## config.mk

```make
export PLATFORM = sky130hd
export DESIGN_NAME = engine_result_arbiter
export DESIGN_NICKNAME = d
export VERILOG_FILES = /design/src/rtl/engine_result_arbiter.sv
export SDC_FILE = /design/constraint.sdc
export NUM_CORES = 1
export LEC_CHECK = 0
export CORE_MARGIN = 4
export CORE_UTILIZATION = 47
export CTS_BUF_LIST = sky130_fd_sc_hd__clkbuf_8
export DETAILED_ROUTE_END_ITERATION = 12
export PLACE_DENSITY = 0.95
export REMOVE_ABC_BUFFERS = 1
export SETUP_SLACK_MARGIN = 0.4
export SYNTH_ARGS = -nofsm -noshare
export SYNTH_HDL_FRONTEND = slang
export SYNTH_SLANG_ARGS = --single-unit
```

## constraint.sdc

```tcl
create_clock -name i_clk -period 10 [get_ports i_clk]
set_input_delay 3 -clock i_clk [delete_from_list [all_inputs] [get_ports i_clk]]
set_output_delay 3 -clock i_clk [all_outputs]
set_load 0.01 [all_outputs]
```

## src/rtl/engine_result_arbiter.sv

```systemverilog
// Round-robin arbiter that grants one correlation engine at a time, captures its
// result record in a single cycle and streams it out as a header byte (engine id)
// followed by N_WORD data bytes over a valid/ready interface.
module engine_result_arbiter #(
    parameter int unsigned N_ENGINE = 8,
    parameter int unsigned WORD_W   = 8,
    parameter int unsigned N_WORD   = 4
) (
    input  logic                                i_clk,
    input  logic                                i_rst_n,
    input  logic                                i_cg,
    input  logic [N_ENGINE-1:0]                 i_engineMask,
    input  logic [N_ENGINE-1:0]                 i_req,
    input  logic [N_ENGINE*N_WORD*WORD_W-1:0]   i_record,
    output logic [N_ENGINE-1:0]                 o_ack,
    output logic                                o_valid,
    output logic [WORD_W-1:0]                   o_data,
    output logic                                o_last,
    input  logic                                i_ready,
    output logic                                o_busy
);

    localparam int unsigned REC_W = N_WORD * WORD_W;
    localparam int unsigned PTR_W = $clog2(N_ENGINE);
    localparam int unsigned CNT_W = (N_WORD > 1) ? $clog2(N_WORD) : 1;
    localparam logic [CNT_W-1:0] CNT_MAX = CNT_W'(N_WORD - 1);

    typedef enum logic [1:0] {StIdle, StHdr, StBody} state_e;

    state_e               r_state, w_state_d;
    logic [PTR_W-1:0]     r_ptr,   w_ptr_d;
    logic [PTR_W-1:0]     r_gid,   w_gid_d;
    logic [CNT_W-1:0]     r_cnt,   w_cnt_d;
    logic [REC_W-1:0]     r_rec,   w_rec_d;
    logic [N_ENGINE-1:0]  r_ack,   w_ack_d;

    logic [N_ENGINE-1:0]  w_elig;
    logic                 w_found;
    logic [PTR_W-1:0]     w_win;
    logic [PTR_W-1:0]     w_idx;
    logic                 w_xfer;
    logic [REC_W-1:0]     w_recs  [N_ENGINE];
    logic [WORD_W-1:0]    w_words [N_WORD];

    // Split the flat record bus per engine and the captured record per word.
    for (genvar n = 0; n < N_ENGINE; n++) begin : g_recs
        assign w_recs[n] = i_record[n*REC_W +: REC_W];
    end
    for (genvar k = 0; k < N_WORD; k++) begin : g_words
        assign w_words[k] = r_rec[k*WORD_W +: WORD_W];
    end

    // ~o_ack keeps an engine from being regranted while its acknowledge is visible.
    assign w_elig = i_req & i_engineMask & ~r_ack;
    assign w_xfer = o_valid & i_ready & i_cg;
    assign o_ack  = r_ack;

    // Round-robin search: first eligible engine at or above ptr, wrapping.
    always_comb begin
        w_found = 1'b0;
        w_win   = '0;
        w_idx   = '0;
        for (int unsigned i = 0; i < N_ENGINE; i++) begin
            w_idx = PTR_W'((32'(r_ptr) + i) % N_ENGINE);
            if (!w_found && w_elig[w_idx]) begin
                w_found = 1'b1;
                w_win   = w_idx;
            end
        end
    end

    // Stream outputs decode from registered state only (no path from i_ready).
    always_comb begin
        o_valid = (r_state != StIdle);
        o_busy  = (r_state != StIdle);
        o_last  = (r_state == StBody) && (r_cnt == CNT_MAX);
        o_data  = '0;
        if (r_state == StHdr) begin
            o_data = WORD_W'(r_gid);
        end else if (r_state == StBody) begin
            o_data = w_words[r_cnt];
        end
    end

    // Next-state logic: grant in IDLE, then walk header and body on each transfer.
    always_comb begin
        w_state_d = r_state;
        w_ptr_d   = r_ptr;
        w_gid_d   = r_gid;
        w_cnt_d   = r_cnt;
        w_rec_d   = r_rec;
        w_ack_d   = '0;
        case (r_state)
            StIdle: begin
                if (w_found) begin
                    w_rec_d   = w_recs[w_win];
                    w_gid_d   = w_win;
                    w_ptr_d   = PTR_W'((32'(w_win) + 1) % N_ENGINE);
                    w_ack_d   = {{(N_ENGINE-1){1'b0}}, 1'b1} << w_win;
                    w_state_d = StHdr;
                end
            end
            StHdr: begin
                if (w_xfer) begin
                    w_cnt_d   = '0;
                    w_state_d = StBody;
                end
            end
            StBody: begin
                if (w_xfer) begin
                    if (r_cnt == CNT_MAX) begin
                        w_state_d = StIdle;
                    end else begin
                        w_cnt_d = r_cnt + 1'b1;
                    end
                end
            end
            default: w_state_d = StIdle;
        endcase
    end

    // State registers; everything (including o_ack) holds while the clock gate is low.
    always_ff @(posedge i_clk or negedge i_rst_n) begin
        if (!i_rst_n) begin
            r_state <= StIdle;
            r_ptr   <= '0;
            r_gid   <= '0;
            r_cnt   <= '0;
            r_rec   <= '0;
            r_ack   <= '0;
        end else if (i_cg) begin
            r_state <= w_state_d;
            r_ptr   <= w_ptr_d;
            r_gid   <= w_gid_d;
            r_cnt   <= w_cnt_d;
            r_rec   <= w_rec_d;
            r_ack   <= w_ack_d;
        end
    end

endmodule

```

==> metrics.md, run 1 <==
| Metric | Value |
|---|---|
| Number of synthesized register bits | 50 |
| PortBufs | 294 |
| TritonCTS Sinks | 50 |
| Count of different cell masters after synthesis | 78 |
| Via count | 7088 |
| Width of the chip | 124 um |
| Starting Density | between 40% and 50% |
| Hold_buf cts | 0 |
| Cells after DPL | 1100 |
| Ratio of cells with drive above 1 in the final layout | 14.5% |
| Minimum clock period | 7390 ps |
| Reg clk slew, reported paths | 90 ps |
| Pwr/cell area | 443 nW/um^2 |
| Register-to-Register Path Depth | 14 |
| Final Non-Filler Cells | 1107 |
| Number of global-route vias before repair | 7293 |
| Max clock buf depth | 2 |
| Routed WL | approximately 25000 um |
| Worst vdd ir | ~0.47 mV |
| Most frequent cells in the layout | 293 x clkdlybuf4s50_1, 74 x mux2i_1, 54 x nand2_1 |
| Reg2reg start | r_ptr[1] |
| WP data required | 10150 ps |
| Worst Skew | 4.86 ps |
| Cells after Synth | a little under 700 |
| Startpoint Class | input port |
| CP max stage delay | 730 ps |
| RSZ-0062 raised after global routing | false |
| Ys async rst share | 100% |
| # H-tree levels | 2 |
| Post-cts resize count | 0 |
| Vias per inst | 6.40 |
| Static Leak | 3.65 nW |
| Setup crit end kind | flip-flop |
| Root buffer cell | clkbuf_8 |
| Fin. Hold Viols | 0 |
| Worst slew pin tran | 1130 ps |
| CP dominant cell by count | buf_4 |
| Overall Global Routing Usage | 30.2% |
| Post-CTS setup buffer count | 0 |
| IO Pins | 295 |
| EDFF count, synth | 0 |
| Commonest non-fill, non-tap cell in the layout | clkdlybuf4s50_1 |
| Global-route wire length before repair | 38200 um |
| Min-delay src | r_rec[20] |
| Status | finished clean |
| # Max-Cap Violations | 0 |
| Slowest cell on crit path | buf_4 |
| Hold EP | r_rec[20] |
| Seq/Total Area, Yosys | 19.6% |
| Die area | between 15000 and 20000 sq um |
| Synth Area per Inst | a little over 9 sq um |
| Iteration-0 DRC Markers | 520 |
| Layout Area Growth over Synthesis | 46.5% |
| GRT overflow | 0 |
| Later-pin clock latency in the skew report | roughly 300 ps |
| Critical path type | input port to flip-flop |
| Die Y-Extent | around 120 um |
| Slew HR | 24.6% |
| DP HPWL | approximately 19000 um |
| Worst-path fanout max | 97 |
| Hold Path Stages | 2 |
| Data arrival, critical path | 7540 ps |
| DRT Pass-1 Iters | 5 |
| Hold WC Path Type | flip-flop to flip-flop |
| TritonCTS clock tree | built |
| WL/cell | 22.3 um |
| Reg2reg end | r_rec[21] |
| Fmax | 0.135 GHz |
| Core area | 13200 sq um |
| Crit-path cells | clkdlybuf4s50_1 > nor4bb_1 > a21o_1 > mux4_2 > a2bb2oi_1 > o21ai_1 > a211oi_4 > buf_4 > nand2_1 > buf_4 > a211oi_1 > o221ai_2 |
| Flop2flop setup slack | 3860 ps |
| Site Rows | 42 |
| Cts bufs inserted | 5 |
| Synth warn | 0 |
| Syn Std Cell Area | 6370 sq um |
| Largest net degree at the start of global routing | between 90 and 100 |
| Routability cong. | 1.01 |
| Setup TNS | 0 ps |
| Remaining DRCs | 0 |
| # setup viols final | 0 |
| Top_reg_cell synth | dfrtp_1 |
| Antenna Violating Nets Remaining | 0 |
| Max Slew Vio Count | 0 |
| Fin nets | 1211 |
| Initial antenna violation count | 1 |
| Period utilisation layout | 73.9% |
worst max path at each step:
stage	start	end	slack, ps
final	i_engineMask[7]	r_rec[21]	2610
after global routing	i_engineMask[7]	r_rec[21]	2390
after CTS	i_engineMask[7]	r_rec[21]	2770
after detailed placement	i_engineMask[7]	r_rec[21]	2460
after global placement	i_engineMask[7]	r_rec[19]	2520
after floorplan	i_req[4]	r_rec[10]	1030
cell families (layout without fill, tap and decap cells):
family                   after synthesis  after routing  synth area share, %
adder cells (fa/ha/maj)                4              4                0.785
other                                  0              1                    0
buffers and inverters                 85            326                 6.79
multiplexers                         126            126                 23.8
AND/OR/NAND/NOR                      199            199                 17.6
AO/OA/AOI/OAI                        221            221                 30.8
flip-flops                            50             50                 19.6
XOR/XNOR                               4              4                0.550
stage by stage:
stage          worst slack, ps  total power [W]  area, sq um  util (%)  hold WS, ps
6_report                  2610          0.00414         9340      70.5          495
5_1_grt                   2390          0.00442         9340      70.5          518
4_1_cts                   2770          0.00410         9340      70.5          498
3_5_place_dp              2460          0.00397         9250      69.9          468
3_3_place_gp              2520          0.00388         9250      69.9          463
2_1_floorplan             1030          0.00311         6000         -          447
state kept, by name, indices dropped and copies added (netlist names):
| register | count |
|---|---|
| r_rec | 32 |
| o_ack | 8 |
| r_gid | 3 |
| r_ptr | 3 |
| r_cnt | 2 |
| r_state | 2 |
routing by layer:
layer  GRT usage (%)  share of wire, %
met4            13.0               4.7
met5               0                 0
met2            54.3                51
met3            5.40               7.1
met1            34.9                37
area by class of cell:
class,count,area (sq um)
multi-input combinational,554,4710
fill,972,3900
timing repair buffer,304,3010
sequential,50,1250
tap,176,220
clock buffer,6,82.6
inverter,16,62.6
antenna,1,2.50
where the power goes:
group | internal (W) | total, W | switching, W
Clock | 0.0000536 | 0.000120 | 0.0000665
Sequential | 0.000307 | 0.000421 | 0.000114
Combinational | 0.00159 | 0.00360 | 0.00201
synthesized netlist by cell type, types with 3 or more instances:
master,n,area (sq um)
o21ai_0,16,80.1
buf_4,5,37.5
and2_1,8,50.1
nor3_1,4,20.0
a21oi_1,7,35.0
nor2_1,13,48.8
a22oi_1,3,22.5
nand2_1,54,203
o2111ai_1,3,26.3
and3_1,34,213
o22ai_1,8,50.1
o211ai_1,9,67.6
a211oi_1,38,285
dfrtp_1,50,1250
ha_1,4,50.1
a31o_1,32,280
a21bo_2,32,320
mux2_2,31,349
inv_1,13,48.8
a22o_1,3,26.3
o21a_1,5,37.5
clkbuf_1,37,139
nor2b_1,7,43.8
o221ai_2,26,390
o221ai_1,7,61.3
buf_6,7,78.8
nor4bb_1,3,30.0
a31oi_1,3,18.8
nand3b_1,7,52.6
mux2i_1,74,741
buf_2,17,85.1
mux4_2,17,383
and3b_1,5,43.8
nand3_1,36,180
mux2_1,4,45.0
xnor2_1,3,26.3
nand4b_1,9,78.8
worst max-delay path: cells and delay by family:
family | cells | cell delay, ps
AOI/OAI and AO/OA | 6 | 1400
buffers and inverters | 3 | 1630
muxes | 1 | 330
and+or+nand+nor | 2 | 1120
Note: power is estimated with default switching activity, not from simulation.
==> inputs of run 2 (changes only) <==
--- a/config.mk
+++ b/config.mk
@@ -6,10 +6,10 @@
 export NUM_CORES = 1
 export LEC_CHECK = 0
 export CORE_MARGIN = 4
-export CORE_UTILIZATION = 47
+export CORE_UTILIZATION = 39
 export CTS_BUF_LIST = sky130_fd_sc_hd__clkbuf_8
 export DETAILED_ROUTE_END_ITERATION = 12
-export PLACE_DENSITY = 0.95
+export PLACE_DENSITY = 0.84
 export REMOVE_ABC_BUFFERS = 1
 export SETUP_SLACK_MARGIN = 0.4
 export SYNTH_ARGS = -nofsm -noshare
==> constraint.sdc (replaced) <==
create_clock -name i_clk -period 6.77 [get_ports i_clk]
set_input_delay 2.031 -clock i_clk [delete_from_list [all_inputs] [get_ports i_clk]]
set_output_delay 2.031 -clock i_clk [all_outputs]
set_load 0.01 [all_outputs]
==> metrics.md, run 2 (synthesis results as in run 1) <==
| Metric | Value |
|---|---|
| Status | finished clean |
| # setup viols final | 0 (unchanged) |
| Slowest cell on crit path | buf_4 |
| Antenna Violating Nets Remaining | 0 (unchanged) |
| Routability cong. | 0.967 (-4.7%) |
| Fin nets | 1215 (+0.33%) |
| Routed WL | 23800 um (-3.7%) |
| Max FFs per register | 32 (unchanged) |
| CP max stage delay | 720 ps (about the same) |
| Fmax | 0.173 GHz |
| Max clock buf depth | 2 (unchanged) |
| Critical Path Start | i_engineMask[7] |
| Worst Skew | 7.13 ps (+2.27 ps) |
| IO Pins | 295 (unchanged) |
| Core area | 15900 sq um (+20%) |
| Vias per inst | 6.00 (-6.2%) |
| Global-route wire length before repair | 36200 um (-5.3%) |
| GR met2 Demand/Resource | 44.1% (-10 points) |
| Root buffer cell | clkbuf_8 |
| Post-CTS setup buffer count | 0 (unchanged) |
| Largest net degree at the start of global routing | 98 (unchanged) |
| Final Non-Filler Cells | 1153 (+4.2%) |
| Data arrival, critical path | 5950 ps (-1590 ps) |
| Die Y-Extent | 136 um (+9.2%) |
| TritonCTS clock tree | built |
| Minimum clock period | about 5800 ps |
| Register-to-Register Path Depth | 13 (-1) |
| Period utilisation layout | 85.3% |
| CP top delay family | buffers and inverters |
| Startpoint Class | input port |
| Die area | 18500 sq um (+19%) |
| Cells after DPL | 1144 (+4.0%) |
| Setup TNS | 0 ps (unchanged) |
| Critical path type | input port to flip-flop |
| Worst path depth | 12 (unchanged) |
| Starting Density | 40.0% (-8.2 points) |
| Remaining DRCs | 0 (unchanged) |
| PortBufs | 294 (unchanged) |
| Commonest non-fill, non-tap cell in the layout | clkdlybuf4s50_1 |
| Pwr/cell area | 653 nW/um^2 (+47%) |
| Initial antenna violation count | 2 (+1) |
| Via count | 6923 (-2.3%) |
| DP HPWL | 18100 um (-4.2%) |
| Overall Global Routing Usage | 24.5% (-5.7 points) |
| Reg2reg end | r_rec[11] |
| WL/cell | 20.6 um (-7.5%) |
| Later-pin clock latency in the skew report | 300 ps (about the same) |
| Number of global-route vias before repair | 7040 (-3.5%) |
| Largest Register | r_rec |
| Static Leak | 3.69 nW (+1.2%) |
| GRT overflow | 0 (unchanged) |
| Hold_buf cts | 0 (unchanged) |
| Worst Setup EP | r_rec[11] |
| # Max-Cap Violations | 0 (unchanged) |
| Iteration-0 DRC Markers | 442 (-15%) |
| Cts bufs inserted | 5 (unchanged) |
| WP data required | 6940 ps (-3210 ps) |
| Layer with the highest usage | met2 |
| Worst slew pin tran | 1030 ps (-97.4 ps) |
| Setup crit end kind | flip-flop |
| Slew HR | 31.4% (+6.8 points) |
| RSZ-0062 raised after global routing | false |
| Reg clk slew, reported paths | 100 ps (about the same) |
| Fin. Hold Viols | 0 (unchanged) |
| Ratio of cells with drive above 1 in the final layout | 15.2% (+0.67 points) |
| Width of the chip | 136 um (+9.2%) |
| CP dominant cell by count | buf_4 |
| Site Rows | 46 (+9.5%) |
| Worst-path fanout max | 97 (unchanged) |
| Crit-path cells | clkdlybuf4s50_1 > nor4bb_1 > a21o_1 > mux4_2 > a2bb2oi_1 > o21ai_1 > a211oi_4 > buf_4 > nand2_1 > buf_4 > a211oi_1 > o221ai_2 |
| Most frequent cells in the layout | 293 x clkdlybuf4s50_1, 74 x mux2i_1, 54 x nand2_1 |
| Hold WC Path Type | flip-flop to flip-flop |
| Worst vdd ir | 0.548 mV (+16%) |
| TritonCTS Sinks | 50 (unchanged) |
| GR Util met3 | 4.55% (-0.85 points) |
| Post-cts resize count | 0 (unchanged) |
| Flop2flop setup slack | 2080 ps (-1780 ps) |
| # H-tree levels | 2 (unchanged) |
| WP buf/inv | 3 (unchanged) |
| Reg2reg start | r_ptr[1] |
| Fillers | 1410 (+45%) |
| Met1 Usage GRT | 28.8% (-6.1 points) |
| DRT Pass-1 Iters | 5 (unchanged) |
| Max Slew Vio Count | 0 (unchanged) |
| Layout Area Growth over Synthesis | 48.7% |
==> run 2: changes by cell type in the layout (fill, tap and decap cells not counted) <==
cell       before  now
inv_4           1    0
or3_2           0    1
diode_2         1    2
bufinv_16       0    1
buf_12          0    2
buf_4          10   12
or3_1           2    1
or2_1           2    1
inv_6           0    1
or2_2           1    2
==> run 2: worst min path at each step <==
stage / depth (start not counted) / endpoint / from
after floorplan: 2 / r_gid[1] / r_gid[1]
after global placement: 2 / r_gid[1] / r_gid[1]
after detailed placement: 2 / r_rec[8] / r_rec[8]
after CTS: 2 / r_gid[1] / r_gid[1]
after global routing: 2 / r_rec[4] / r_rec[4]
final: 2 / r_gid[1] / r_gid[1]
==> run 2: through the flow <==
step | hold slack (ps) | setup slack [ps] | utilization [%] | instance area, sq um | total power [W]
after floorplan | 447 | -1230 | - | 6000 | 0.00459
after global placement | 460 | 869 | 58.7 | 9360 | 0.00588
after detailed placement | 470 | 729 | 58.7 | 9360 | 0.00597
after CTS | 498 | 1070 | 59.4 | 9480 | 0.00621
after global routing | 515 | 821 | 59.5 | 9480 | 0.00664
final | 490 | 995 | 59.5 | 9480 | 0.00619
==> run 2: worst reg2reg max path, stage by stage, from the launching register on <==
cell and delay (ps):
dfrtp_1 400, inv_2 170, ha_1 530, nor4bb_1 670
a21o_1 140, mux4_2 330, a2bb2oi_1 240, o21ai_1 130
a211oi_4 260, buf_4 720, nand2_1 190, buf_4 300
a211oi_1 360, o221ai_2 130
==> run 2: layout make-up <==
type | count | area [sq um] | share of cell area, %
inverter | 16 | 65.1 | 0.686
clock buffer | 6 | 82.6 | 0.871
timing repair buffer | 308 | 3070 | 32.4
sequential | 50 | 1250 | 13.2
antenna | 2 | 5.00 | 0.0528
tap | 216 | 270 | 2.85
clock inverter | 1 | 30.0 | 0.317
multi-input combinational | 554 | 4710 | 49.7
==> run 2: report_power, final <==
| part | total [W] | internal, W | switching [W] | leakage (nW) |
|---|---|---|---|---|
| logic | 0.00537 | 0.00241 | 0.00296 | 3.00 |
| registers | 0.000600 | 0.000453 | 0.000147 | 0.628 |
| clock network | 0.000222 | 0.000119 | 0.000104 | 0.0573 |
==> run 2: routing by layer <==
metal | share of wire [%] | vias to the layer above | wire length [um]
li1 | - | 3233 | -
met1 | 37 | 3321 | 8790
met2 | 52 | 321 | 12400
met3 | 7.1 | 48 | 1680
met4 | 3.7 | 0 | 877
met5 | 0 | - | 0
==> inputs of run 3 (changes only) <==
==> constraint.sdc (replaced) <==
create_clock -name i_clk -period 4.9 [get_ports i_clk]
set_input_delay 1.47 -clock i_clk [delete_from_list [all_inputs] [get_ports i_clk]]
set_output_delay 1.47 -clock i_clk [all_outputs]
set_load 0.01 [all_outputs]
==> metrics.md, run 3 (synthesis results as in run 1) <==
| Metric | Value |
|---|---|
| Period utilisation layout | about nine tenths |
| Width of the chip | 136 um (unchanged) |
| DP HPWL | 19200 um (+6.0%) |
| Sequential power share | 8.5% (-1.2 points) |
| Routed WL | 24700 um (+4.0%) |
| Global-route wire length before repair | 37000 um (+2.2%) |
| # Max-Cap Violations | 0 (unchanged) |
| CP top delay family | compound AO/OA/AOI/OAI gates |
| Slowest cell on crit path | clkdlybuf4s50_1 |
| Fmax | 0.226 GHz |
| RSZ-0062 raised after global routing | true |
| Cts bufs inserted | 5 (unchanged) |
| Hold WC Path Type | flip-flop to flip-flop |
| Critical path type | input port to flip-flop |
| Root buffer cell | clkbuf_8 |
| Site Rows | 46 (unchanged) |
| Minimum clock period | 4420 ps |
| Max clock buf depth | 2 (unchanged) |
| Switching power | 0.00488 W (+52%) |
| Setup crit end kind | flip-flop |
| Iteration-0 DRC Markers | 504 (+14%) |
| Fin. Hold Viols | 0 (unchanged) |
| Status | finished clean |
| Fin nets | 1260 (+3.7%) |
| Die area | 18500 sq um (unchanged) |
| Startpoint Class | input port |
| Starting Density | 40.0% (unchanged) |
| IO Pins | 295 (unchanged) |
| Static Leak | 4.06 nW (+9.9%) |
| Initial antenna violation count | 2 (unchanged) |
| Fillers | 1299 (-7.9%) |
| Ratio of cells with drive above 1 in the final layout | 21.3% (+6.1 points) |
| Reg2reg start | r_ptr[1] |
| # H-tree levels | 2 (unchanged) |
| Largest net degree at the start of global routing | 51 (-48%) |
| Max FFs per register | 32 (unchanged) |
| Hold_buf cts | 0 (unchanged) |
| Most frequent cells in the layout | 286 x clkdlybuf4s50_1, 73 x mux2i_1, 54 x nand2_1 |
| Flop2flop setup slack | 980 ps (-1100 ps) |
| Die Y-Extent | 136 um (unchanged) |
| Vias per inst | 5.91 (-1.6%) |
| Worst Skew | 9.64 ps (+2.50 ps) |
| WP buf/inv | 3 (unchanged) |
| WL/cell | 20.6 um (about the same) |
| Antenna Violating Nets Remaining | 0 (unchanged) |
| CP max stage delay | 500 ps (-220 ps) |
| Later-pin clock latency in the skew report | 300 ps (about the same) |
| Switching portion of total power | 49.5% (-2.4 points) |
| WP data required | 5070 ps (-1870 ps) |
| Reg clk slew, reported paths | 90 ps (about the same) |
| Layer with the highest usage | met2 |
| Remaining DRCs | 0 (unchanged) |
| Max Slew Vio Count | 0 (unchanged) |
| Internal power | 0.00498 W (+67%) |
| TritonCTS clock tree | built |
| Commonest non-fill, non-tap cell in the layout | clkdlybuf4s50_1 |
| # setup viols final | 0 (unchanged) |
| Largest Register | r_rec |
| CP dominant cell by count | o21a_1 |
| Routability cong. | 0.929 (-3.9%) |
| Crit-path cells | clkdlybuf4s50_1 > nand3b_1 > buf_4 > o21a_1 > mux4_2 > o21a_1 > a21oi_1 > nand4_4 > buf_12 > and3_1 > a211oi_1 > o221ai_2 |
| Slew HR | 44.0% (+13 points) |
| GR Util met3 | 3.77% (-0.78 points) |
| GRT overflow | 0 (unchanged) |
| Critical Path Start | i_engineMask[2] |
| Worst-path fanout max | 38 (-61%) |
| Comb pwr share | 89.1% (+2.4 points) |
| Clock power share | 2.4% (-1.2 points) |
| Min-delay src | r_gid[1] |
| GR met2 Demand/Resource | 45.4% (+1.3 points) |
| Data arrival, critical path | 4600 ps (-1350 ps) |
| TritonCTS Sinks | 50 (unchanged) |
| Worst slew pin tran | 838 ps (-192 ps) |
| DRT Pass-1 Iters | 7 (+2) |
| PortBufs | 294 (unchanged) |
| Number of global-route vias before repair | 7186 (+2.1%) |
| Overall Global Routing Usage | 25.0% (+0.56 points) |
| Core area | 15900 sq um (unchanged) |
| Layout Area Growth over Synthesis | 59.1% |
| Pwr/cell area | 973 nW/um^2 (+49%) |
| Met1 Usage GRT | 29.5% (+0.76 points) |
| Core Util, Final | 63.6% (+4.2 points) |
| Via count | 7087 (+2.4%) |
| Worst hold slack | 483 ps (-7.59 ps) |
| Worst vdd ir | 0.540 mV (-1.4%) |
## run 3: power groups by stage
| stage | combinational, W | sequential (W) | clock, W |
|---|---|---|---|
| 2_1_floorplan | 0.00499 | 0.000797 | 0 |
| 3_3_place_gp | 0.00819 | 0.000831 | 0 |
| 3_5_place_dp | 0.00826 | 0.000836 | 0 |
| 4_1_cts | 0.00833 | 0.000831 | 0.000240 |
| 5_1_grt | 0.00940 | 0.000866 | 0.000254 |
| 6_report | 0.00880 | 0.000839 | 0.000232 |
## run 3: cell type report
cell class	count	area, sq um	share of cell area [%]
inverters	16	72.6	0.715
diodes	3	7.51	0.0740
clock inverters	2	10.0	0.0987
flip-flops and latches	50	1250	12.3
well taps	216	270	2.66
repair buffers	353	3600	35.5
clock buffers	5	68.8	0.678
multi-input cells	554	4860	47.9
## run 3: what timing repair did
item / CTS / global route
buffers inserted: 0 / 14
resized for setup: 6 / 46
hold endpoints to repair: 0 / 0
endpoints found under the setup margin: 33 / 40
pin swaps: 0 / 16
## run 3: final timing paths
path | cells after the start | end
max | 12 | r_rec[11]
min | 2 | r_gid[1]
max reg2reg | 13 | r_rec[11]
min reg2reg | 2 | r_gid[1]
max in group asynchronous | 2 | r_rec[26]
min in group asynchronous | 2 | r_rec[28]
## run 3: routing by layer
layer,share of wire (%),vias to the layer above
li1,-,3308
met3,6.2,59
met4,4.0,0
met2,52,302
met1,38,3418
met5,0,-
## run 3: worst min-delay path, stage by stage, from the launching register on
cell	delay [ps]
dfrtp_1	350
nand2_1	50
nand2_1	50
## run 3: metrics by stage
step / setup WS (ps) / cells / area (sq um) / TNS [ps] / total power, W
final: 476 / 1199 / 10100 / 0 / 0.00987
after global routing: 373 / 1198 / 10100 / 0 / 0.0105
after CTS: 388 / 1182 / 9830 / 0 / 0.00940
after detailed placement: -15.3 / 1175 / 9720 / -15.3 / 0.00909
after global placement: 70.6 / 1175 / 9720 / 0 / 0.00902
after floorplan: -3010 / 620 / 6000 / -125500 / 0.00578
==> RTL change, RTL diff (config.mk and constraints of run 3) <==
Change the parameter `N_ENGINE` from 8 to 4.
--- a/src/rtl/engine_result_arbiter.sv
+++ b/src/rtl/engine_result_arbiter.sv
@@ -2,7 +2,7 @@
 // result record in a single cycle and streams it out as a header byte (engine id)
 // followed by N_WORD data bytes over a valid/ready interface.
 module engine_result_arbiter #(
-    parameter int unsigned N_ENGINE = 8,
+    parameter int unsigned N_ENGINE = 4,
     parameter int unsigned WORD_W   = 8,
     parameter int unsigned N_WORD   = 4
 ) (
Ports: changed (resized i_engineMask, i_record, i_req and o_ack); port bits go from 295 to 155. No check against the original RTL was run, so the function may have changed too.
==> RTL change against run 3 <==
Final cell count fell by 55%; cell area down 54%; setup slack improved by 0.43 ns; wire length down 59%; sequential cell count down 6; power shrank 80%; area after synthesis is 54% lower; count of clock-buffer cells in the layout up 2.
==> RTL change: results (changes against run 3) <==
metric,value,unit,change
routabilityCongestion,0.810,,-13%
grt_pass1_wl,16.0,mm,-57%
drtIter0Drc,136,,-73%
cts_resized,0,,-6
antennaDiodeCount,0,,-3
worst-path-max-fanout,17,,-55%
synth-compound-area-share,0.280,,-0.0284
n_all_buffers,162,,-54%
synth_common_cells,"dfrtp_1, a21oi_1, nand2_1",,
multi_input_cells,220,,-60%
grt_max_degree,45,,-12%
r2r_setup_slack,2.08,ns,+1.10 ns
vdd_drop_max,0.169,mV,-69%
worstPathArrival,4.20,ns,-0.40 ns
drive_gt1_frac,0.109,,-0.104
place_inst,532,,-55%
synth_seq_cells,44,,-12%
grt.total_usage,0.231,,-0.0195
port_buffers,154,,-48%
final.clkbuf_count,7,,+2
n_all_inverters,7,,-9
fin_nets,581,,-54%
max_slew_margin,0.359,,-0.0801
rr_worst_depth,6,,-7
crit_path_start,i_engineMask[0],,
layout.nonclk_buf_frac,0.344,,-0.0115
fin_cells,540,,-55%
hpwl,7.87,mm,-59%
p_leak,1.88,nW,-54%
synth_xor_area_frac,0,,-0.00550
switchingPower,724,µW,-85%
vias_per_cell,5.79,,-2.0%
synth_adder_area_share,0.00426,,-0.00360
synth.avg_cell_area,9.93,µm²,+7.4%
synth_cell_type_count,46,,-41%
status,"finished, final reports clean",,
regArea,0.00110,mm²,-12%
nFillCells,621,,-52%
p_clk,304,µW,+31%
wl,10.2,mm,-59%
clk_share,0.0272,,+0.0194
tap_cells,99,,-54%
synth_mux_area_frac,0.134,,-0.104
antenna_found_initial,0,,-2
timing.rr.start,o_ack[0]$_DFFE_PN0P_,,
finClkSkew,0.00777,ns,-0.00186 ns
fmax,251,MHz,+11%
p_sw_frac,0.360,,-0.135
grt_pass1_vias,3268,,-55%
RTL change: cell count changes in the layout (fill, tap and decap cells not counted), sizes merged, moves of 32 or more:
cell and change:
a211oi -40, a31o -32, buf -51, nand2 -34, a21bo -32, mux2i -68, clkdlybuf4s50 -133, and3 -33
RTL change: worst max-delay path, stage by stage:
cell	delay [ns]
clkdlybuf4s50_1	0.50
nand3b_1	0.21
o21a_1	0.26
o221ai_2	0.56
or3_1	0.78
o221ai_1	0.22
a21oi_1	0.18
RTL change: worst min-delay path by stage:
stage,start,to,slack [ns]
2_1_floorplan,r_gid[1]$_DFFE_PN0P_,r_gid[1]$_DFFE_PN0P_,0.45
6_report,r_gid[1]$_DFFE_PN0P_,r_gid[1]$_DFFE_PN0P_,0.49
4_1_cts,r_gid[1]$_DFFE_PN0P_,r_gid[1]$_DFFE_PN0P_,0.49
3_5_place_dp,r_gid[1]$_DFFE_PN0P_,r_gid[1]$_DFFE_PN0P_,0.47
3_3_place_gp,r_gid[1]$_DFFE_PN0P_,r_gid[1]$_DFFE_PN0P_,0.46
5_1_grt,r_gid[0]$_DFFE_PN0P_,r_gid[0]$_DFFE_PN0P_,0.52
RTL change: stage by stage:
| stage | area (µm²) | worst slack (ns) | util | hold WS, ns |
|---|---|---|---|---|
| after floorplan | 2800 | 1.20 | - | 0.448 |
| after global placement | 4520 | 0.731 | 0.620 | 0.459 |
| after detailed placement | 4520 | 0.680 | 0.620 | 0.472 |
| after CTS | 4640 | 0.980 | 0.637 | 0.492 |
| after global routing | 4640 | 0.726 | 0.637 | 0.521 |
| final | 4640 | 0.911 | 0.637 | 0.491 |
RTL change: routing by layer:
layer  track usage  up-vias  wire length [µm]
li1              -     1434                 -
met1         0.269     1521              3900
met2         0.413      161              5330
met3        0.0574       12               824
met4        0.0745        0               154
met5             0        -                 0
